`src/rtl/store_align_buffer.sv`:
```
// Store alignment buffer: lane-aligns execute-stage stores, builds byte enables, and queues them for the dcache.
// Optional store-to-load forwarding lookup is built only when STORE_FWD_EN is defined.
module store_align_buffer #(
  parameter int DEPTH = 2
) (
  input  logic        clk,
  input  logic        rst,
  input  logic        st_valid,
  output logic        st_ready,
  input  logic [31:0] st_addr,
  input  logic [31:0] st_data,
  input  logic [2:0]  funct3,
  output logic        st_misaligned,
  output logic        dc_valid,
  input  logic        dc_ready,
  output logic [31:0] dc_addr,
  output logic [31:0] dc_din,
  output logic [3:0]  dc_we,
  output logic        buf_empty,
  input  logic [31:0] ld_addr,
  output logic        fwd_hit,
  output logic [31:0] fwd_data,
  output logic [3:0]  fwd_mask
);

  localparam int AW = (DEPTH > 1) ? $clog2(DEPTH) : 1;
  localparam int CW = AW + 1;
  localparam logic [CW-1:0] FULL_CNT = CW'(DEPTH);

  logic [29:0]   addr_mem [DEPTH];
  logic [31:0]   data_mem [DEPTH];
  logic [3:0]    we_mem   [DEPTH];

  logic [AW-1:0] wr_ptr_q, wr_ptr_d, rd_ptr_q, rd_ptr_d;
  logic [CW-1:0] count_q, count_d;
  logic          misaligned_q, misaligned_d;

  logic          legal, accept, enq, deq;
  logic [1:0]    offs;
  logic [3:0]    al_we;
  logic [31:0]   al_data;

  assign offs = st_addr[1:0];

  always_comb begin
    legal   = 1'b0;
    al_we   = 4'b0000;
    al_data = st_data;
    case (funct3)
      3'd0: begin
        legal   = 1'b1;
        al_we   = 4'b0001 << offs;
        al_data = {4{st_data[7:0]}};
      end
      3'd1: begin
        legal   = ~offs[0];
        al_we   = 4'b0011 << offs;
        al_data = {2{st_data[15:0]}};
      end
      3'd2: begin
        legal   = (offs == 2'b00);
        al_we   = 4'b1111;
      end
      default: legal = 1'b0;
    endcase
  end

  // Status outputs come only from registered count, so st_ready never sees dc_ready.
  assign st_ready  = (count_q != FULL_CNT);
  assign dc_valid  = (count_q != '0);
  assign buf_empty = (count_q == '0);
  assign accept    = st_valid & st_ready;
  assign enq       = accept & legal;
  assign deq       = dc_valid & dc_ready;

  always_comb begin
    wr_ptr_d     = enq ? wr_ptr_q + AW'(1) : wr_ptr_q;
    rd_ptr_d     = deq ? rd_ptr_q + AW'(1) : rd_ptr_q;
    misaligned_d = accept & ~legal;
    case ({enq, deq})
      2'b10:   count_d = count_q + CW'(1);
      2'b01:   count_d = count_q - CW'(1);
      default: count_d = count_q;
    endcase
  end

  // NOTE: sequential state uses non-blocking assignments so every flop samples pre-edge values.
  always_ff @(posedge clk or posedge rst) begin
    if (rst) begin
      wr_ptr_q     <= '0;
      rd_ptr_q     <= '0;
      count_q      <= '0;
      misaligned_q <= 1'b0;
    end else begin
      wr_ptr_q     <= wr_ptr_d;
      rd_ptr_q     <= rd_ptr_d;
      count_q      <= count_d;
      misaligned_q <= misaligned_d;
    end
  end

  // NOTE: storage is not reset; entries are only observed while count marks them valid.
  always_ff @(posedge clk) begin
    if (enq) begin
      addr_mem[wr_ptr_q] <= st_addr[31:2];
      data_mem[wr_ptr_q] <= al_data;
      we_mem[wr_ptr_q]   <= al_we;
    end
  end

  assign st_misaligned = misaligned_q;

  // Head fields are gated so an empty buffer presents all-zero address, data and enables.
  assign dc_addr = dc_valid ? {addr_mem[rd_ptr_q], 2'b00} : 32'h0;
  assign dc_din  = dc_valid ? data_mem[rd_ptr_q] : 32'h0;
  assign dc_we   = dc_valid ? we_mem[rd_ptr_q] : 4'h0;

`ifdef STORE_FWD_EN
  logic [AW-1:0] fwd_idx;
  logic [1:0]    unused_ld_offs;

  assign unused_ld_offs = ld_addr[1:0];

  // Walk oldest to youngest so younger matches overwrite older bytes.
  always_comb begin
    fwd_mask = 4'h0;
    fwd_data = 32'h0;
    fwd_idx  = rd_ptr_q;
    for (int i = 0; i < DEPTH; i++) begin
      fwd_idx = rd_ptr_q + AW'(i);
      if ((CW'(i) < count_q) && (addr_mem[fwd_idx] == ld_addr[31:2])) begin
        for (int b = 0; b < 4; b++) begin
          if (we_mem[fwd_idx][b]) begin
            fwd_mask[b]       = 1'b1;
            fwd_data[8*b +: 8] = data_mem[fwd_idx][8*b +: 8];
          end
        end
      end
    end
  end

  assign fwd_hit = |fwd_mask;
`else
  logic unused_ld_addr;

  assign unused_ld_addr = ^ld_addr;
  assign fwd_hit        = 1'b0;
  assign fwd_data       = 32'h0;
  assign fwd_mask       = 4'h0;
`endif

endmodule

```
`config.mk`:
```
export PLATFORM = sky130hd
export DESIGN_NAME = store_align_buffer
export DESIGN_NICKNAME = d
export VERILOG_FILES = /design/src/rtl/store_align_buffer.sv
export SDC_FILE = /design/constraint.sdc
export NUM_CORES = 1
export LEC_CHECK = 0
export CAP_MARGIN = 20
export CORE_MARGIN = 2
export CORE_UTILIZATION = 25
export DETAILED_ROUTE_END_ITERATION = 10
export MAX_ROUTING_LAYER = met4
export PLACE_DENSITY_LB_ADDON = 0.25
export SETUP_SLACK_MARGIN = 0.05
export SLEW_MARGIN = 15
export SYNTH_ARGS = -nofsm -noshare
export SYNTH_HDL_FRONTEND = slang
export SYNTH_SLANG_ARGS = --single-unit
```
`constraint.sdc`:
```
create_clock -name clk -period 6.6 [get_ports clk]
set_clock_uncertainty 0.15 [all_clocks]
set_input_delay 0.66 -clock clk [delete_from_list [all_inputs] [get_ports clk]]
set_output_delay 0.66 -clock clk [all_outputs]
set_load 0.005 [all_outputs]
```
==> metrics.txt, run 1 <==
# TYPE chip_impl_metric gauge
chip_impl_metric{name="antenna_violations_before_repair",unit=""} 0
chip_impl_metric{name="worst-path-buf-inv",unit=""} 2
chip_impl_metric{name="min_period_over_period",unit=""} 0.5795
chip_impl_metric{name="drt_iter0_drc",unit=""} 128
chip_impl_metric{name="grt_max_degree",unit=""} 45
chip_impl_metric{name="grt.met1_usage",unit=""} 0.1351
chip_impl_metric{name="max_slew.worst_pin.slew",unit="ns"} 0.9547
chip_impl_info{name="synth_area_leaders",value="sky130_fd_sc_hd__edfxtp_1 (66%), sky130_fd_sc_hd__mux2i_1 (12%), sky130_fd_sc_hd__buf_4 (6.3%), sky130_fd_sc_hd__nor2_1 (5.0%), sky130_fd_sc_hd__mux2_2 (3.0%)"} 1
chip_impl_metric{name="worst_slack",unit="ns"} 2.775
chip_impl_metric{name="clock_sinks",unit=""} 137
chip_impl_metric{name="coreArea",unit="mm^2"} 0.02354
chip_impl_metric{name="floorplan.initialDensity",unit=""} 0.2547
chip_impl_metric{name="sequential_cell_area",unit="mm^2"} 0.004093
chip_impl_info{name="yosysMostFrequentCell",value="sky130_fd_sc_hd__edfxtp_1"} 1
chip_impl_metric{name="worst-path-stages",unit=""} 5
chip_impl_metric{name="design.final.nets",unit=""} 651
chip_impl_metric{name="num-fill-cells",unit=""} 2330
chip_impl_metric{name="timing.critical_path.fanout_max",unit=""} 41
chip_impl_metric{name="wire_length_of_the_first_global_routing_pass",unit="mm"} 21.86
chip_impl_info{name="cell_chosen_for_the_clock_root",value="sky130_fd_sc_hd__clkbuf_16"} 1
chip_impl_metric{name="vias_per_cell",unit=""} 4.065
chip_impl_metric{name="setup-violations-final",unit=""} 0
chip_impl_metric{name="pwr_density_cell",unit="mW/mm^2"} 374.9
chip_impl_metric{name="design.portCount",unit=""} 212
chip_impl_metric{name="cts-hold-fix-buffers",unit=""} 0
chip_impl_metric{name="placement.io_buffers",unit=""} 140
chip_impl_metric{name="clkTransAtPathRegs",unit="ns"} 0.06
chip_impl_metric{name="place_worst_setup_slack",unit="ns"} 2.208
chip_impl_metric{name="synthDominantCellAreaShare",unit=""} 0.6611
chip_impl_metric{name="clockBufferDepth",unit=""} 2
chip_impl_info{name="rsz_0062_raised_after_global_routing",value="no"} 1
chip_impl_metric{name="grt_pass1_vias",unit=""} 3895
chip_impl_info{name="start_kind",value="input pin"} 1
chip_impl_info{name="top_cell_types_by_occurrence_after_synthesis",value="sky130_fd_sc_hd__edfxtp_1 (132), sky130_fd_sc_hd__nor2_1 (80), sky130_fd_sc_hd__mux2i_1 (74)"} 1
chip_impl_metric{name="die_height",unit="um"} 158.9
chip_impl_metric{name="dp_hpwl",unit="mm"} 8.499
chip_impl_metric{name="final_period_minus_worst_setup_slack",unit="ns"} 3.825
chip_impl_metric{name="worst_ep_arrival_time",unit="ns"} 3.72
chip_impl_metric{name="later_pin_clock_latency_in_the_skew_report",unit="ns"} 0.41
chip_impl_metric{name="final_max_slew_viol_count",unit=""} 0
chip_impl_info{name="dominantRegCellSynth",value="sky130_fd_sc_hd__edfxtp_1"} 1
chip_impl_metric{name="setup_tns",unit="ns"} 0
chip_impl_metric{name="cts_setup_buffers",unit=""} 0
chip_impl_info{name="timing_worst_setup_path_type",value="input pin to register"} 1
chip_impl_metric{name="placement_rows",unit=""} 56
chip_impl_metric{name="area_delta_synth_final",unit="%"} 35.75
chip_impl_metric{name="yosys.cell_types.count",unit=""} 29
chip_impl_metric{name="multi_input_logic_area",unit="mm^2"} 0.001624
chip_impl_metric{name="timing.max_cap.violations",unit=""} 0
chip_impl_metric{name="reg2reg_depth",unit=""} 4
chip_impl_metric{name="grt_overflow_total",unit=""} 0
chip_impl_metric{name="detail_route.drc_violations",unit=""} 0
chip_impl_metric{name="grtUsageMet2",unit=""} 0.1876
chip_impl_metric{name="synth_cells",unit=""} 406
chip_impl_metric{name="die_area",unit="mm^2"} 0.02524
chip_impl_metric{name="tritoncts.num_buffers",unit=""} 17
chip_impl_info{name="worst_setup_path_end_kind",value="register"} 1
chip_impl_metric{name="timing.final.hold_violations",unit=""} 0
chip_impl_metric{name="cellLeakagePower",unit="nW"} 2.972
chip_impl_metric{name="synth_enable_flop_cells",unit=""} 132
chip_impl_metric{name="seq_area_frac_synth",unit=""} 0.6820
chip_impl_info{name="synth_area_leader_cell",value="sky130_fd_sc_hd__edfxtp_1"} 1
chip_impl_metric{name="post_cts_resized",unit=""} 0
chip_impl_metric{name="met3_usage",unit=""} 0.03945
chip_impl_info{name="grt_busiest_layer",value="met2"} 1
chip_impl_info{name="status",value="finished, final reports clean"} 1
chip_impl_metric{name="grt_use_total",unit=""} 0.1155
chip_impl_metric{name="worst_path_largest_cell_delay",unit="ns"} 0.91
chip_impl_metric{name="totalWireLength",unit="mm"} 13.64
chip_impl_metric{name="post-layout-total-power",unit="mW"} 3.051
chip_impl_metric{name="finalWeightedCongestion",unit=""} 0.7297
chip_impl_info{name="crit_slowest_cell",value="sky130_fd_sc_hd__clkdlybuf4s50_1"} 1
chip_impl_metric{name="wl_per_cell",unit="um"} 15.52
chip_impl_metric{name="vdd_drop_max",unit="mV"} 0.1419
chip_impl_info{name="critical_path.top_delay_family",value="buffers and inverters"} 1
chip_impl_metric{name="number_of_nets_still_failing_antenna_checks_after_routing",unit=""} 0
chip_impl_metric{name="cts.htree.levels",unit=""} 4
chip_impl_metric{name="synth_seq_cells",unit=""} 137
chip_impl_metric{name="vias",unit=""} 3573
chip_impl_metric{name="die_w",unit="um"} 158.9
chip_impl_info{name="cts_tree",value="built"} 1
chip_impl_metric{name="postSynthAreaPerCell",unit="um^2"} 14.77
chip_impl_metric{name="yosys_warnings",unit=""} 0
chip_impl_metric{name="antenna_cells",unit=""} 0
chip_impl_info{name="cells_along_the_critical_path",value="clkdlybuf4s50_1 > nor3_1 > o2111ai_2 > nor2_4 > buf_4"} 1
chip_impl_metric{name="max_clock_freq",unit="MHz"} 261.5
chip_impl_metric{name="post_synth_instance_area",unit="mm^2"} 0.005996
chip_impl_metric{name="final_layout_size_suffix_gt1_frac",unit=""} 0.1018
chip_impl_metric{name="dr_pass1_iterations",unit=""} 4
chip_impl_metric{name="crit_required",unit="ns"} 6.49
chip_impl_metric{name="maxSlewHeadroom",unit=""} 0.3615
chip_impl_metric{name="async_flop_share",unit=""} 0.03650
chip_impl_info{name="min_path_type",value="input pin to async pin"} 1
## cells by family (layout without fill, tap and decap cells)
group | after synthesis | in the layout | share of synthesized area
flops | 137 | 137 | 0.6820
fa+ha+maj | 1 | 1 | 0.002086
xor+xnor | 5 | 5 | 0.007305
compound gates | 17 | 17 | 0.01690
other cells | 1 | 39 | 0.0006254
buf+inv | 64 | 180 | 0.07345
mux | 90 | 90 | 0.1536
simple gates | 91 | 91 | 0.06407
## power breakdown
group	leakage (nW)	switching [mW]	internal (mW)
combinational	1.45	0.454	0.578
clock	0.271	0.370	0.556
sequential	1.25	0.0625	1.03
## final timing paths
kind | to | start | slack [ns]
hold reg to reg | count_q[1] | count_q[1] | 0.36
max in group asynchronous | rd_ptr_q | rst | 5.80
setup / recovery | data_mem[0][26] | funct3[0] | 2.78
setup reg to reg | data_mem[0][26] | count_q[0] | 3.81
hold / removal | st_misaligned | rst | 0.31
min in group clk | count_q[1] | count_q[1] | 0.36
## cell type report
class | instances | area share
Inverter | 4 | 0.001845
Tap cell | 319 | 0.04904
Sequential cell | 137 | 0.5028
Clock buffer | 17 | 0.05227
Multi-Input combinational cell | 243 | 0.1995
Clock inverter | 15 | 0.01860
Timing Repair Buffer | 144 | 0.1759
## metal layers
layer,wire (um),up-vias
met5,0,-
met4,119,0
met3,954,12
met2,6536,149
met1,6032,1744
li1,-,1668
## flip-flops by register name, indices dropped and copies added, names as in the netlist
name / cells
we_mem: 8
addr_mem: 60
data_mem: 64
count_q: 2
wr_ptr_q: 1
st_misaligned: 1
rd_ptr_q: 1
## placed cells by master (no fill, tap or decap), types with 2 or more instances in the layout
cell type | netlist | layout
sky130_fd_sc_hd__clkdlybuf4s50_1 | 0 | 140
sky130_fd_sc_hd__edfxtp_1 | 132 | 132
sky130_fd_sc_hd__nor2_1 | 80 | 78
sky130_fd_sc_hd__mux2i_1 | 74 | 74
sky130_fd_sc_hd__conb_1 | 1 | 39
sky130_fd_sc_hd__clkbuf_16 | 0 | 17
sky130_fd_sc_hd__mux2_2 | 16 | 16
sky130_fd_sc_hd__a21oi_1 | 12 | 12
sky130_fd_sc_hd__clkinvlp_4 | 0 | 4
sky130_fd_sc_hd__dfrtp_1 | 5 | 4
sky130_fd_sc_hd__buf_4 | 50 | 4
sky130_fd_sc_hd__inv_1 | 3 | 3
sky130_fd_sc_hd__xnor2_1 | 3 | 3
sky130_fd_sc_hd__nor2_4 | 1 | 3
sky130_fd_sc_hd__inv_6 | 0 | 3
sky130_fd_sc_hd__xor2_1 | 2 | 2
sky130_fd_sc_hd__nand2b_1 | 2 | 2
sky130_fd_sc_hd__o21a_1 | 2 | 2
sky130_fd_sc_hd__clkinv_4 | 0 | 2
sky130_fd_sc_hd__clkinv_2 | 0 | 2
sky130_fd_sc_hd__bufinv_16 | 0 | 2
sky130_fd_sc_hd__clkinv_1 | 0 | 2
## through the flow
step / util / instance area (um^2) / cells / hold slack (ns)
finish: 0.3457 / 8139 / 879 / 0.3063
global route: 0.3457 / 8139 / 879 / 0.3104
CTS: 0.3457 / 8139 / 879 / 0.2849
detailed placement: 0.3212 / 7562 / 847 / 0.3470
floorplan: - / 6138 / 444 / 0.2885
global placement: 0.3212 / 7562 / 847 / 0.3266
Note: power is estimated with default switching activity, not from simulation.
==> inputs of run 2 (changes only) <==
==> constraint.sdc (replaced) <==
create_clock -name clk -period 3.85 [get_ports clk]
set_clock_uncertainty 0.15 [all_clocks]
set_input_delay 0.385 -clock clk [delete_from_list [all_inputs] [get_ports clk]]
set_output_delay 0.385 -clock clk [all_outputs]
set_load 0.005 [all_outputs]
==> run 2 against run 1 <==
  * Die area unchanged
  * Routed wire length decreased by 2.5%
  * Cell count increased by 0.46%
  * Worst hold slack got worse by 0.28 ns
  * Largest cell class unchanged
  * Total power increased by 72%
  * Utilization increased by 0.27 points
  * Count of clock-buffer cells in the layout unchanged
  * Setup slack got worse by 1.9 ns
  * Critical path type is now register to output port
  * Via count increased by 0.78%
  * Global-route usage decreased by 0.44 points
  * Sequential power increased by 74%
==> metrics.txt, run 2 (same netlist as run 1, synthesis figures left out) <==
# TYPE chip_impl_metric gauge
chip_impl_metric{name="drt_iter0_drc",unit=""} 98
chip_impl_metric{name="detail_route.drc_violations",unit=""} 0
chip_impl_metric{name="cts_setup_buffers",unit=""} 0
chip_impl_info{name="status",value="finished, final reports clean"} 1
chip_impl_info{name="cells_along_the_critical_path",value="or2_1 > inv_2 > buf_12 > nor2_1 > clkdlybuf4s50_1"} 1
chip_impl_metric{name="vias",unit=""} 3601
chip_impl_metric{name="floorplan.initialDensity",unit=""} 0.2547
chip_impl_metric{name="design.final.nets",unit=""} 655
chip_impl_metric{name="antenna_violations_before_repair",unit=""} 0
chip_impl_metric{name="cts-hold-fix-buffers",unit=""} 0
chip_impl_metric{name="vdd_drop_max",unit="mV"} 0.2861
chip_impl_metric{name="design.portCount",unit=""} 212
chip_impl_metric{name="setup-violations-final",unit=""} 0
chip_impl_metric{name="final_max_slew_viol_count",unit=""} 0
chip_impl_metric{name="number_of_nets_still_failing_antenna_checks_after_routing",unit=""} 0
chip_impl_metric{name="min_period_over_period",unit=""} 0.7663
chip_impl_metric{name="grt.met1_usage",unit=""} 0.1332
chip_impl_metric{name="totalWireLength",unit="mm"} 13.30
chip_impl_info{name="layout_commonest_cell",value="sky130_fd_sc_hd__clkdlybuf4s50_1"} 1
chip_impl_info{name="cts_tree",value="built"} 1
chip_impl_metric{name="worst_slack",unit="ns"} 0.8999
chip_impl_metric{name="worst-path-buf-inv",unit=""} 3
chip_impl_metric{name="maxSlewHeadroom",unit=""} 0.5451
chip_impl_metric{name="max_slew.worst_pin.slew",unit="ns"} 0.6824
chip_impl_metric{name="later_pin_clock_latency_in_the_skew_report",unit="ns"} 0.41
chip_impl_metric{name="post-layout-total-power",unit="mW"} 5.263
chip_impl_metric{name="largest_register_ffs",unit=""} 64
chip_impl_info{name="grt_busiest_layer",value="met2"} 1
chip_impl_metric{name="grt_max_degree",unit=""} 45
chip_impl_info{name="worst_setup_path_end_kind",value="output port"} 1
chip_impl_metric{name="crit_required",unit="ns"} 3.31
chip_impl_metric{name="die_height",unit="um"} 158.9
chip_impl_metric{name="tritoncts.num_buffers",unit=""} 17
chip_impl_metric{name="die_area",unit="mm^2"} 0.02524
chip_impl_metric{name="final_layout_size_suffix_gt1_frac",unit=""} 0.1099
chip_impl_info{name="rsz_0062_raised_after_global_routing",value="no"} 1
chip_impl_metric{name="timing.hold.ws",unit="ns"} 0.02430
chip_impl_metric{name="post_cts_resized",unit=""} 0
chip_impl_metric{name="timing.final.hold_violations",unit=""} 0
chip_impl_metric{name="worst_ep_arrival_time",unit="ns"} 2.42
chip_impl_info{name="largest-register",value="data_mem"} 1
chip_impl_metric{name="setup_tns",unit="ns"} 0
chip_impl_metric{name="placement.cell_area",unit="mm^2"} 0.007617
chip_impl_metric{name="timing.critical_path.fanout_max",unit=""} 44
chip_impl_metric{name="wl_per_cell",unit="um"} 15.06
chip_impl_metric{name="placement.io_buffers",unit=""} 140
chip_impl_metric{name="grt_overflow_total",unit=""} 0
chip_impl_metric{name="dp_hpwl",unit="mm"} 8.530
chip_impl_metric{name="grt_pass1_vias",unit=""} 3823
chip_impl_metric{name="met3_usage",unit=""} 0.03710
chip_impl_metric{name="die_w",unit="um"} 158.9
chip_impl_metric{name="coreArea",unit="mm^2"} 0.02354
chip_impl_metric{name="final_cell_count_no_fill",unit=""} 883
chip_impl_metric{name="grtUsageMet2",unit=""} 0.1794
chip_impl_info{name="cell_chosen_for_the_clock_root",value="sky130_fd_sc_hd__clkbuf_16"} 1
chip_impl_metric{name="grt_use_total",unit=""} 0.1111
chip_impl_metric{name="placement_rows",unit=""} 56
chip_impl_info{name="crit_slowest_cell",value="sky130_fd_sc_hd__clkdlybuf4s50_1"} 1
chip_impl_metric{name="max_clock_freq",unit="MHz"} 339.0
chip_impl_metric{name="area_delta_synth_final",unit="%"} 36.81
chip_impl_metric{name="cellLeakagePower",unit="nW"} 3.010
chip_impl_metric{name="place_worst_setup_slack",unit="ns"} 0.9518
chip_impl_info{name="timing_worst_setup_path_type",value="register to output port"} 1
chip_impl_metric{name="worst_path_largest_cell_delay",unit="ns"} 0.47
chip_impl_metric{name="clockBufferDepth",unit=""} 2
chip_impl_metric{name="timing.max_cap.violations",unit=""} 0
chip_impl_info{name="start_kind",value="register"} 1
chip_impl_info{name="critical_path.top_delay_family",value="buffers and inverters"} 1
chip_impl_metric{name="finish.instance_area",unit="mm^2"} 0.008203
chip_impl_metric{name="antenna_cells",unit=""} 0
chip_impl_metric{name="final_period_minus_worst_setup_slack",unit="ns"} 2.950
chip_impl_metric{name="cts.htree.levels",unit=""} 4
chip_impl_metric{name="placedCellCount",unit=""} 851
chip_impl_metric{name="clock_sinks",unit=""} 137
chip_impl_metric{name="wire_length_of_the_first_global_routing_pass",unit="mm"} 20.98
chip_impl_metric{name="pwr_density_cell",unit="mW/mm^2"} 641.6
chip_impl_info{name="layout_common_cells",value="sky130_fd_sc_hd__clkdlybuf4s50_1 (140), sky130_fd_sc_hd__edfxtp_1 (132), sky130_fd_sc_hd__nor2_1 (78), sky130_fd_sc_hd__mux2i_1 (74), sky130_fd_sc_hd__conb_1 (39)"} 1
chip_impl_metric{name="clkTransAtPathRegs",unit="ns"} 0.06
chip_impl_metric{name="layout.core_utilization",unit=""} 0.3484
chip_impl_metric{name="dr_pass1_iterations",unit=""} 4
chip_impl_metric{name="vias_per_cell",unit=""} 4.078
chip_impl_metric{name="finalWeightedCongestion",unit=""} 0.7379
chip_impl_info{name="min_path_type",value="input pin to async pin"} 1
chip_impl_info{name="biggest_regs",value="data_mem: 64 flops, addr_mem: 60 flops, we_mem: 8 flops"} 1
[run 2: changes by cell type in the layout (fill, tap and decap cells not counted), moves of 2 or more]
| cell | delta |
|---|---|
| sky130_fd_sc_hd__inv_8 | +3 |
| sky130_fd_sc_hd__buf_12 | +2 |
| sky130_fd_sc_hd__buf_4 | +2 |
| sky130_fd_sc_hd__clkinv_2 | -2 |
| sky130_fd_sc_hd__clkinvlp_4 | -2 |
[run 2: power breakdown]
part	total [mW]	switching, mW	internal, mW
registers	1.90	0.139	1.76
logic	1.76	0.739	1.02
clock network	1.60	0.681	0.915
total	5.26	1.56	3.70
[run 2: per-layer routing]
layer | share of wire | vias up
li1 | - | 1679
met1 | 0.44 | 1754
met2 | 0.48 | 159
met3 | 0.074 | 9
met4 | 0.0087 | 0
met5 | 0 | -
[run 2: area by class of cell]
class | count | area (um^2)
inverters | 4 | 15.01
well taps | 319 | 399.1
clock buffers | 17 | 425.4
clock inverters | 15 | 160.2
multi-input cells | 243 | 1624
flip-flops and latches | 137 | 4093
repair buffers | 148 | 1486
fillers | 2325 | 15340
[run 2: worst reg2reg max path, stage by stage (launching register included)]
cell and delay [ns]:
sky130_fd_sc_hd__dfrtp_1 0.41, sky130_fd_sc_hd__nand2b_1 0.19, sky130_fd_sc_hd__o2111ai_2 0.28, sky130_fd_sc_hd__nor2_4 0.17
sky130_fd_sc_hd__buf_4 0.53
[run 2: path summary, 6_finish.rpt]
path,end,slack (ns),from,cells past startpoint
max reg2reg,data_mem[1][29],1.71,count_q[0],4
min,count_q[1],0.02,rst,2
min in group clk,count_q[1],0.34,count_q[1],1
max in group asynchronous,rd_ptr_q,3.32,rst,2
min reg2reg,count_q[1],0.34,count_q[1],1
max,dc_din[3],0.90,count_q[0],5
